## src/rtl/cpu_controller.sv

```systemverilog
// cpu_controller: Moore sequencer for the single-cycle-resource CPU datapath.
// It steps through fetch, decode and execute until the instruction in IR is
// HALT, or until Clr is asserted.
//
// Ports:
//   Clock       in   system clock, rising edge
//   Clr         in   synchronous active-high reset
//   IR          in   instruction register contents (opcode = IR[IW-1:IW-4])
//   PC_clr      out  clear program counter
//   PC_up       out  increment program counter
//   IR_ld       out  load IR from instruction memory
//   D_addr      out  data-memory address
//   D_wr        out  data-memory write enable
//   RF_s        out  register-file write-data select (1 = memory, 0 = ALU)
//   RF_W_addr   out  register-file write address
//   RF_W_en     out  register-file write enable
//   RF_Ra_addr  out  register-file read port A address
//   RF_Rb_addr  out  register-file read port B address
//   ALU_s0      out  ALU operation (000 pass A, 001 add, 010 sub)
//   state       out  current state code (debug)
module cpu_controller #(
   parameter int unsigned IW  = 16,
   parameter int unsigned DAW = 8,
   parameter int unsigned RAW = 4
) (
   input  logic           Clock,
   input  logic           Clr,
   input  logic [IW-1:0]  IR,
   output logic           PC_clr,
   output logic           PC_up,
   output logic           IR_ld,
   output logic [DAW-1:0] D_addr,
   output logic           D_wr,
   output logic           RF_s,
   output logic [RAW-1:0] RF_W_addr,
   output logic           RF_W_en,
   output logic [RAW-1:0] RF_Ra_addr,
   output logic [RAW-1:0] RF_Rb_addr,
   output logic [2:0]     ALU_s0,
   output logic [3:0]     state
);

   localparam int unsigned OPW = 4;
   localparam int unsigned FW  = 4;
   localparam int unsigned AW  = 8;

   localparam logic [3:0] S_INIT   = 4'd0;
   localparam logic [3:0] S_FETCH  = 4'd1;
   localparam logic [3:0] S_DECODE = 4'd2;
   localparam logic [3:0] S_NOOP   = 4'd3;
   localparam logic [3:0] S_LOAD_A = 4'd4;
   localparam logic [3:0] S_LOAD_B = 4'd5;
   localparam logic [3:0] S_STORE  = 4'd6;
   localparam logic [3:0] S_ADD    = 4'd7;
   localparam logic [3:0] S_SUB    = 4'd8;
   localparam logic [3:0] S_HALT   = 4'd9;

   localparam logic [OPW-1:0] OP_NOOP  = 4'b0000;
   localparam logic [OPW-1:0] OP_STORE = 4'b0001;
   localparam logic [OPW-1:0] OP_LOAD  = 4'b0010;
   localparam logic [OPW-1:0] OP_ADD   = 4'b0011;
   localparam logic [OPW-1:0] OP_SUB   = 4'b0100;
   localparam logic [OPW-1:0] OP_HALT  = 4'b0101;

   localparam logic [2:0] ALU_ADD = 3'b001;
   localparam logic [2:0] ALU_SUB = 3'b010;

   logic [3:0]     state_q;
   logic [3:0]     state_d;
   logic [OPW-1:0] opcode;
   logic [FW-1:0]  fld_a;     // IR[11:8]
   logic [FW-1:0]  fld_b;     // IR[7:4]
   logic [FW-1:0]  fld_d;     // IR[3:0]
   logic [AW-1:0]  ld_addr;   // IR[11:4]
   logic [AW-1:0]  st_addr;   // IR[7:0]

   // Instruction field extraction
   assign opcode  = IR[IW-1 -: OPW];
   assign fld_a   = IR[IW-OPW-1 -: FW];
   assign fld_b   = IR[IW-OPW-FW-1 -: FW];
   assign fld_d   = IR[FW-1:0];
   assign ld_addr = IR[IW-OPW-1 -: AW];
   assign st_addr = IR[AW-1:0];

   assign state = state_q;

   // State register with synchronous reset
   always_ff @(posedge Clock) begin
      if (Clr) state_q <= S_INIT;
      else     state_q <= state_d;
   end

   // Next-state logic
   always_comb begin
      state_d = state_q;
      case (state_q)
         S_INIT:   state_d = S_FETCH;
         S_FETCH:  state_d = S_DECODE;
         S_DECODE: begin
            case (opcode)
               OP_NOOP:  state_d = S_NOOP;
               OP_STORE: state_d = S_STORE;
               OP_LOAD:  state_d = S_LOAD_A;
               OP_ADD:   state_d = S_ADD;
               OP_SUB:   state_d = S_SUB;
               OP_HALT:  state_d = S_HALT;
               default:  state_d = S_NOOP;   // unused opcodes behave as NOOP
            endcase
         end
         S_NOOP:   state_d = S_FETCH;
         S_LOAD_A: state_d = S_LOAD_B;
         S_LOAD_B: state_d = S_FETCH;
         S_STORE:  state_d = S_FETCH;
         S_ADD:    state_d = S_FETCH;
         S_SUB:    state_d = S_FETCH;
         S_HALT:   state_d = S_HALT;
         default:  state_d = S_INIT;
      endcase
   end

   // Moore output decode; Clr masks every strobe that could change state
   always_comb begin
      PC_clr     = 1'b0;
      PC_up      = 1'b0;
      IR_ld      = 1'b0;
      D_addr     = '0;
      D_wr       = 1'b0;
      RF_s       = 1'b0;
      RF_W_addr  = '0;
      RF_W_en    = 1'b0;
      RF_Ra_addr = '0;
      RF_Rb_addr = '0;
      ALU_s0     = 3'b000;

      case (state_q)
         S_INIT: PC_clr = 1'b1;
         S_FETCH: begin
            IR_ld = 1'b1;
            PC_up = 1'b1;
         end
         S_LOAD_A: begin
            D_addr    = DAW'(ld_addr);
            RF_s      = 1'b1;
            RF_W_addr = RAW'(fld_d);
         end
         // Memory read data is valid here, one cycle after the address
         S_LOAD_B: begin
            D_addr    = DAW'(ld_addr);
            RF_s      = 1'b1;
            RF_W_addr = RAW'(fld_d);
            RF_W_en   = 1'b1;
         end
         S_STORE: begin
            D_addr     = DAW'(st_addr);
            RF_Ra_addr = RAW'(fld_a);
            D_wr       = 1'b1;
         end
         S_ADD, S_SUB: begin
            RF_Ra_addr = RAW'(fld_a);
            RF_Rb_addr = RAW'(fld_b);
            ALU_s0     = (state_q == S_ADD) ? ALU_ADD : ALU_SUB;
            RF_W_addr  = RAW'(fld_d);
            RF_W_en    = 1'b1;
         end
         default: ;
      endcase

      if (Clr) begin
         PC_clr  = 1'b1;
         PC_up   = 1'b0;
         IR_ld   = 1'b0;
         D_wr    = 1'b0;
         RF_W_en = 1'b0;
      end
   end

endmodule

```

## config.mk

```make
export PLATFORM = sky130hd
export DESIGN_NAME = cpu_controller
export DESIGN_NICKNAME = d
export VERILOG_FILES = /design/src/rtl/cpu_controller.sv
export SDC_FILE = /design/constraint.sdc
export NUM_CORES = 1
export LEC_CHECK = 0
export ABC_AREA = 1
export CORE_MARGIN = 2
export CORE_UTILIZATION = 32
export DETAILED_ROUTE_END_ITERATION = 8
export GPL_ROUTABILITY_DRIVEN = 0
export HOLD_SLACK_MARGIN = 0.08
export PLACE_DENSITY = 0.84
export SLEW_MARGIN = 10
export SYNTH_ARGS = -nofsm -noshare
export SYNTH_HDL_FRONTEND = slang
export SYNTH_SLANG_ARGS = --single-unit
```

## constraint.sdc

```tcl
create_clock -name Clock -period 2.6 [get_ports Clock]
set_input_delay 0.65 -clock Clock [delete_from_list [all_inputs] [get_ports Clock]]
set_output_delay 0.65 -clock Clock [all_outputs]
set_load 0.03 [all_outputs]
```

==> qor.log <==
[sta] share of the clock period used by the worst path after layout 96.60%
[setup_path] slowest library cell on the worst path clkdlybuf4s50_1
[cells_and_area] share of cells above drive strength 1 19.21%
[setup_path] WP data arrival 1860 ps
[clocking] Clock Latency Late Sink 230 ps
[clocking] CTS clock-pin slew for the worst setup and hold paths 40 ps
[floorplan] placeable core region 1541 um^2
[place] count of buffers inserted at the top-level ports 49
[global_route] largest net degree at the start of global routing 10
[cells_and_area] flip-flop count of the largest register, all copies and words added 4
[drt] ANT nets after route 0
[synthesis] synthesized area per cell 5.376 um^2
[setup_path] critical-path cell list inv_2 -> nor2_4 -> nand2_2 -> inv_1 -> clkdlybuf4s50_1
[clocking] # H-tree levels 1
[synthesis] cell area after synthesis 543.0 um^2
[flow_run] number of max-cap violations 0
[setup_path] largest fanout on the critical path 6
[setup_path] endpoint class of the critical path output pin
[drt] drt wl/cell 10.64 um
[floorplan] Ports 51
[synthesis] predominant post-synthesis flop cell dfxtp_1
[cells_and_area] count of filler cells inserted in the layout 155
[synthesis] number of distinct library cells after synthesis 21
[setup_path] crit path kind reg -> out
[synthesis] Post-Syn Nets 119
[min_path] Cells on Worst Hold Path 2
[setup_path] data required time at the worst endpoint 1950 ps
[sta] max-slew violation total from the final report 0
[drt] remaining routing DRC violations 0
[floorplan] Total Die Area 2043 um^2
[synthesis] Seq cells post-synth 4
[sta] Setup TNS 0 ps
[cells_and_area] number of antenna cells inserted 0
[cells_and_area] total number of nets in the final design 171
[setup_path] nature of the critical path startpoint flop
[sta] setup repair after global routing missed its margin false
[cells_and_area] Layout Area Growth over Synthesis 88.25%
[synthesis] Async SR Flop Fraction 0%
[floorplan] vertical die dimension 45.20 um
[power_and_ir_drop] worst voltage drop across the vdd grid 0.2618 mV
[sta] Final min period 2511 ps
[cells_and_area] post-route insts no fill 167
[setup_path] count of cells along the worst register-to-register path 5
[cells_and_area] multi-input logic area 341.6 um^2
[global_route] global-route wire length before repair 2787 um
[sta] Min Hold Slack 615.5 ps
[power_and_ir_drop] static power due to leakage 0.0006355 uW
[sta] hold violation total from the final report 0
[global_route] global routing usage summed across all routing layers 18.29%
[floorplan] Std-Cell Rows 14
[global_route] vias in the first global route 708
[sta] Fin Clk Skew 0.5622 ps
[global_route] total grt overflow 0
[cells_and_area] area taken by flip-flops and latches 80.08 um^2
[power_and_ir_drop] P per Cell Area 302.5 nW/um^2
[drt] count of routing violations after the opening detailed-route iteration 9
[floorplan] initial cell density of the core 35.23%
[sta] number of setup violations in the final report 0
[drt] overall routed net length 1777 um
[global_route] initial antenna violation count 0
[drt] DRT Pass-1 Iters 4
[drt] drt via density 4.701
[clocking] CTS tree yes
[synthesis] sequential element share of the synthesized area 14.75%
[synthesis] Mapped Cells 101
[synthesis] Post-synth EDFFs 0
[run_status] status completed
[clocking] Max clock buf depth 2
[drt] overall via count from detail_route 785
[sta] Achievable Freq 398.2 MHz
[setup_path] slowest cell delay on critical path 690 ps
[place] placed cell count 164
[place] half-perimeter wire length after detailed placement 1524 um
[synthesis] library cell with the highest instance count after synthesis inv_1
[synthesis] area leader, netlist inv_1
[clocking] clk sinks 4
[min_path] class of the most critical hold timing path reg -> reg
[floorplan] die width 45.20 um
[clocking] Post-CTS Setup Inserts 0
[clocking] root buf cell clkbuf_4
[synthesis] list of most frequent post-synthesis cells inv_1 (24), nand2_1 (22), nor2_1 (13)
[synthesis] ranking of synthesized cells by area inv_1 (17%), nand2_1 (15%), dfxtp_1 (15%)
[synthesis] synthesis warning total 0
[clocking] number of buffers created by CTS 3
[synthesis] share of the synthesized area in the top cell type 16.59%
## layer usage
metal,up-vias,GRT usage (%),routed length [um]
li1,409,-,-
met1,332,19.81,683
met2,44,33.43,843
met3,0,6.000,250
met4,0,5.294,0
met5,-,0,0
## area by class of cell
class,instances,area share [%]
Timing Repair Buffer,50,44.55
Tap cell,16,1.958
Sequential cell,4,7.834
Multi-Input combinational cell,67,33.41
Clock buffer,3,2.203
Inverter,27,10.04
## power breakdown
| group | total, uW | switching [uW] | internal (uW) |
|---|---|---|---|
| clock | 75.8 | 24.2 | 51.6 |
| combinational | 152 | 86.8 | 64.8 |
| sequential | 81.7 | 13.6 | 68.2 |
## worst paths after layout
path / startpoint / to / slack [ps]
max reg2reg: state[3]$_SDFF_PP0_ / state[3]$_SDFF_PP0_ / 1560
min: state[3]$_SDFF_PP0_ / state[3]$_SDFF_PP0_ / 620
min reg2reg: state[3]$_SDFF_PP0_ / state[3]$_SDFF_PP0_ / 620
max: state[2]$_SDFF_PP0_ / RF_s / 90
## kinds of logic (layout without fill, tap and decap cells)
logic type | after synthesis | after routing | share of synthesized area, %
AND/OR/NAND/NOR | 51 | 51 | 46.78
buffers and inverters | 30 | 80 | 22.35
flip-flops | 4 | 4 | 14.75
AO/OA/AOI/OAI | 15 | 15 | 15.44
other | 1 | 1 | 0.6906
## worst max-delay path, delay by kind of cell (launching register included)
family | cells | cell delay [ps]
flip-flops | 1 | 410
AND/OR/NAND/NOR | 2 | 280
buffers and inverters | 3 | 930
## metrics by stage
stage / utilization, % / setup WS (ps) / total power [uW] / instance area, um^2
after floorplan: - / 240.8 / 169.1 / 543.0
after global placement: 65.18 / 36.48 / 232.8 / 1005
after detailed placement: 65.18 / 24.00 / 235.4 / 1005
after CTS: 65.99 / 23.88 / 314.1 / 1017
after global routing: 66.31 / 3.702 / 329.6 / 1022
final: 66.31 / 88.52 / 309.2 / 1022
## timing repair
item                                    CTS  global route
hold buffers                              0             0
endpoints found under the setup margin    8             2
pin swaps                                 0             0
endpoints found under the hold margin     0             0
resized for setup                         8             2
## cells in the final DEF, fill, tap and decap left out, drive strengths merged
| cell | count |
|---|---|
| o21ai | 4 |
| dfxtp | 4 |
| clkdlybuf4s50 | 24 |
| conb | 1 |
| dlygate4sd2 | 8 |
| clkbuf | 3 |
| clkinv | 1 |
| inv | 26 |
| nand2 | 25 |
| buf | 16 |
| a21oi | 5 |
| nand4 | 1 |
| o22ai | 5 |
| dlymetal6s2s | 2 |
| nand3 | 9 |
| a21o | 1 |
| nor2 | 16 |
No activity file was read; power rests on OpenSTA's default activity.
